**config.mk**
```make
export PLATFORM = sky130hd
export DESIGN_NAME = pipe_adder
export DESIGN_NICKNAME = d
export VERILOG_FILES = /design/src/rtl/pipe_adder.sv
export SDC_FILE = /design/constraint.sdc
export NUM_CORES = 1
export LEC_CHECK = 0
export ABC_AREA = 0
export CELL_PAD_IN_SITES_DETAIL_PLACEMENT = 1
export CELL_PAD_IN_SITES_GLOBAL_PLACEMENT = 2
export CORE_MARGIN = 3
export CORE_UTILIZATION = 32
export CTS_BUF_LIST = sky130_fd_sc_hd__clkbuf_16
export DETAILED_ROUTE_END_ITERATION = 12
export PLACE_DENSITY_LB_ADDON = 0.08
export SLEW_MARGIN = 5
export SYNTH_ARGS = -nofsm -noshare
export SYNTH_HDL_FRONTEND = slang
export SYNTH_SLANG_ARGS = --single-unit
```
**constraint.sdc**
```tcl
create_clock -name clk -period 3.9 [get_ports clk]
set_clock_uncertainty 0.15 [all_clocks]
set_input_delay 0.39 -clock clk [delete_from_list [all_inputs] [get_ports clk]]
set_output_delay 0.39 -clock clk [all_outputs]
set_load 0.02 [all_outputs]
```
**src/rtl/pipe_adder.sv**
```systemverilog
// pipe_adder: elastic pipelined adder producing {co,sum} = a + b + ci.
// LATENCY register stages with per-stage valid bits and bubble collapse, so
// each stage advances independently. Results leave in acceptance order.
// Build option: define PIPE_ADDER_SAT_EN to saturate the sum to all ones
// (co = 1) on overflow instead of wrapping.
module pipe_adder #(
    parameter int WIDTH   = 4,
    parameter int LATENCY = 3
) (
    input  logic             clk,
    input  logic             rst_n,
    input  logic             in_valid,
    output logic             in_ready,
    input  logic [WIDTH-1:0] a,
    input  logic [WIDTH-1:0] b,
    input  logic             ci,
    output logic             out_valid,
    input  logic             out_ready,
    output logic [WIDTH-1:0] sum,
    output logic             co,
    output logic [3:0]       occ
);

    // Full-width add; the carry bit is kept as bit WIDTH of the result.
    function automatic logic [WIDTH:0] add_fn(input logic [WIDTH-1:0] x,
                                              input logic [WIDTH-1:0] y,
                                              input logic             c);
        logic [WIDTH:0] full;
        full = {1'b0, x} + {1'b0, y} + {{WIDTH{1'b0}}, c};
`ifdef PIPE_ADDER_SAT_EN
        if (full[WIDTH]) begin
            full = {1'b1, {WIDTH{1'b1}}};
        end
`endif
        return full;
    endfunction

    // Number of occupied stages.
    function automatic logic [3:0] count_fn(input logic [LATENCY-1:0] v);
        logic [3:0] n;
        n = '0;
        for (int k = 0; k < LATENCY; k++) begin
            n = n + {3'b000, v[k]};
        end
        return n;
    endfunction

    logic [LATENCY-1:0] vld_q;
    logic [LATENCY-1:0] vld_d;
    logic [LATENCY-1:0] adv;
    logic [LATENCY-1:0] load;
    logic [LATENCY:0]   free;
    logic               in_ready_w;
    logic [WIDTH:0]     res_q [LATENCY];

    // Handshake chain: a stage advances when it holds data and the stage after
    // it can take data; a stage can take data when empty or itself advancing.
    always_comb begin
        free          = '0;
        adv           = '0;
        load          = '0;
        vld_d         = vld_q;
        free[LATENCY] = out_ready;
        for (int k = LATENCY - 1; k >= 0; k--) begin
            adv[k]  = vld_q[k] & free[k+1];
            free[k] = ~vld_q[k] | adv[k];
        end
        in_ready_w = rst_n & free[0];
        load[0]    = in_valid & in_ready_w;
        for (int k = 1; k < LATENCY; k++) begin
            load[k] = adv[k-1];
        end
        for (int k = 0; k < LATENCY; k++) begin
            vld_d[k] = load[k] | (vld_q[k] & ~adv[k]);
        end
    end

    // Stage valid bits; reset discards everything in flight.
    always_ff @(posedge clk or negedge rst_n) begin
        if (!rst_n) begin
            vld_q <= '0;
        end else begin
            vld_q <= vld_d;
        end
    end

    // Stage data: stage 0 captures the new sum, later stages copy from the
    // previous stage only when it hands over.
    always_ff @(posedge clk) begin
        if (load[0]) begin
            res_q[0] <= add_fn(a, b, ci);
        end
        for (int k = 1; k < LATENCY; k++) begin
            if (load[k]) begin
                res_q[k] <= res_q[k-1];
            end
        end
    end

    assign in_ready  = in_ready_w;
    assign out_valid = vld_q[LATENCY-1];
    // Data outputs read as zero whenever no result is presented (incl. reset).
    assign sum       = out_valid ? res_q[LATENCY-1][WIDTH-1:0] : '0;
    assign co        = out_valid & res_q[LATENCY-1][WIDTH];
    assign occ       = count_fn(vld_q);

endmodule
```
==> metrics.md <==
| Metric | Value |
|---|---|
| Die Ht | 56.5 µm |
| DP Cell Count | 107 |
| IO Pins | 24 |
| PortBufs | 21 |
| Clk pin slew, worst setup/hold paths | 0.05 ns |
| Critical path class | input port to output port |
| Gr ovfl total | 0 |
| Post-route ant nets | 0 |
| Die width | 56.5 µm |
| Register bit total from synthesis | 18 |
| CP peak stage delay | slightly below 0.6 ns |
| Filler Cell Count | 246 |
| CTS Root Buffer Type | clkbuf_16 |
| Non-Filler Instances | 111 |
| Status | finished clean |
| Peak Freq | 0.414 GHz |
| Pleak | 0.457 nW |
| Comb power frac | 16.7% |
| Worst path arrival time | 1.88 ns |
| Worst path cell trace | clkdlybuf4s50_1, and2b_1, nand3_1, and2_1, clkdlybuf4s50_1 |
| Cell Pwr Density | 460 nW/µm² |
| CTS sink cnt | 18 |
| Cell-internal power | ~0.00041 W |
| WL per Instance | between 9 and 10 µm |
| Largest net degree at the start of global routing | 11 |
| Sequential share of power | 45.2% |
| Initial antenna violation count | 0 |
| Relative slew margins | 64.3% |
| Unique masters post-synth | 19 |
| Total net switching power | about 0.00011 W |
| Post-synthesis sequential area ratio | between 60% and 70% |
| Vias in the first global route | between 400 and 500 |
| CTS tree | yes |
| Core Area | about 2300 µm² |
| Worst Hold Class | input port to async pin |
| Critical Path RT | around 3.4 ns |
| Period utilization | between 60% and 70% |
| YS warnings | 0 |
| Clock power frac | 38.2% |
| Gates resized, CTS repair | 0 |
| Row Count | 17 |
| Crit-path slowest cell | clkdlybuf4s50_1 |
| First-pass DRT Iterations | 2 |
| CP dominant cell by count | clkdlybuf4s50_1 |
| Latest clock arrival within the worst-skew pair | 0.24 ns |
| Final min period | 2.42 ns |
| Vias | between 400 and 500 |
| Crit end category | output port |
| ANT cells | 0 |
| Worst r2r path cells | 2 |
| CTS buffer count | 3 |
| Max-slew violations | 0 |
| H-Tree Depth | 1 |
| Placed wire-length estimate | 918 µm |
| Worst Tran Pin Value | around 0.53 ns |
| Number of setup violations in the final report | 0 |
| Synthesized area | 816 µm² |
| Layout cell share with drive strength beyond 1 | 3.61% |
| Vias/cell | roughly 4.3 |
| TNS Setup | 0 ns |
| CP Depth | 5 |
| CTS Hold Bufs | 0 |
| Multi-input logic area | 253 µm² |
| Register area | 526 µm² |
| CP Max Fanout | 3 |
| Critical path startpoint category | input port |
| Post-route DRC | 0 |
| Post-Syn Instances | 59 |
| VDD IR-drop max | ~0.29 mV |
| Die ar. | roughly 3200 µm² |
| Maxcap violations | 0 |
| Area growth, synth to finish | 38.3% |
| Switching share of power | roughly a fifth |
| Routability congestion estimate | 0.674 |
| CP top delay family | buffers and inverters |
| Avg Cell Area, Syn | roughly 14 µm² |
| RSZ-0062 raised after global routing | false |
| Clock Tree Buf Depth | 2 |
| Post-CTS Setup Bufs | 0 |
| Bufs and invs on worst path | 2 |
| Final WL | 1.09 mm |
| First-pass GRT wire length | roughly 1.9 mm |
| Nets@finish | 103 |
| GRT Total Usage | 8.12% |
| Hold Vio Cnt, Final | 0 |
| Starting density of the core | 35.2% |
| DRT iter0 DRCs | 3 |
## logic make-up after synthesis
logic type / Yosys count / synth area share, %
buffers and inverters: 9 / 5.06
xor gates and xnor gates: 2 / 2.15
DFF: 18 / 64.4
other: 1 / 0.460
AOI/OAI and AO/OA: 4 / 2.61
and+or+nand+nor: 19 / 13.3
adders and majority gates: 6 / 12.0
## state kept, by name (all words and copies together) (netlist names)
name   cells
vld_q      3
res_q     15
## worst paths after layout
check                                 start     endpoint  slack (ns)
max in group asynchronous             rst_n     vld_q[2]        3.22
worst min-delay path                  rst_n     vld_q[0]        0.21
worst min register to register  res_q[0][4]  res_q[0][9]        0.27
worst max-delay path              out_ready     in_ready        1.48
worst max register to register     vld_q[2]  res_q[0][3]        2.25
min in group clk                res_q[0][4]  res_q[0][9]        0.27
## stage by stage
step                      total power [W]  setup WS (ns)  hold WS, ns  area, µm²  util, %
after floorplan                  0.000287           2.10      -0.0556        820        -
after global placement           0.000325           1.48        0.250       1050     45.3
after detailed placement         0.000327           1.48        0.256       1050     45.3
after CTS                        0.000528           1.46        0.212       1130     48.7
after global routing             0.000550           1.40        0.217       1130     48.7
final                            0.000519           1.48        0.207       1130     48.7
## power groups by stage
stage / combinational [W] / clock (W) / sequential, W
final: 0.0000865 / 0.000198 / 0.000235
after global routing: 0.0000970 / 0.000216 / 0.000237
after CTS: 0.0000885 / 0.000204 / 0.000235
after detailed placement: 0.0000880 / 0 / 0.000239
after global placement: 0.0000872 / 0 / 0.000238
after floorplan: 0.0000494 / 0 / 0.000238
## cell usage after synthesis
cell type,count,area (µm²)
a21oi_1,1,5.00
a31oi_1,1,6.26
and2_1,8,50.1
and2b_1,1,7.51
buf_4,2,15.0
conb_1,1,3.75
dfrtp_1,3,75.1
edfxtp_1,15,450
fa_1,3,60.1
ha_1,3,37.5
inv_1,7,26.3
nand2_1,4,15.0
nand2b_1,4,25.0
nand3_1,1,5.00
nor2b_1,1,6.26
o21ai_0,1,5.00
o21ai_1,1,5.00
xnor2_1,1,8.76
xor2_1,1,8.76
## cell usage in the layout (no fill, tap or decap)
master	Yosys	routed
o21ai_0	1	1
and2b_1	1	1
a31oi_1	1	1
o21ai_1	1	1
inv_1	7	8
nor2b_1	1	1
nand3_1	1	1
xor2_1	1	1
clkdlybuf4s50_1	0	21
ha_1	3	3
edfxtp_1	15	15
nand2_1	4	4
fa_1	3	3
and2_1	8	8
xnor2_1	1	1
a21oi_1	1	1
dfrtp_1	3	3
nand2b_1	4	4
conb_1	1	2
clkbuf_16	0	3
## area by class of cell
type | instances | area share (%)
Sequential cell | 18 | 46.6
Multi-Input combinational cell | 33 | 22.4
Timing Repair Buffer | 21 | 18.6
Clock buffer | 3 | 6.65
Tap cell | 28 | 3.10
Inverter | 7 | 2.33
Clock inverter | 1 | 0.333
## routing by layer
layer  part of all wire [%]  vias to the layer above  GRT usage, %  routed length [µm]
li1                       -                      237             -                   -
met1                     40                      213          8.41                 437
met2                     50                       18          13.9                 542
met3                    6.7                        4          2.07                  73
met4                    3.7                        0          6.10                  40
met5                      0                        -             0                   0
Note: power is estimated with default switching activity, not from simulation.
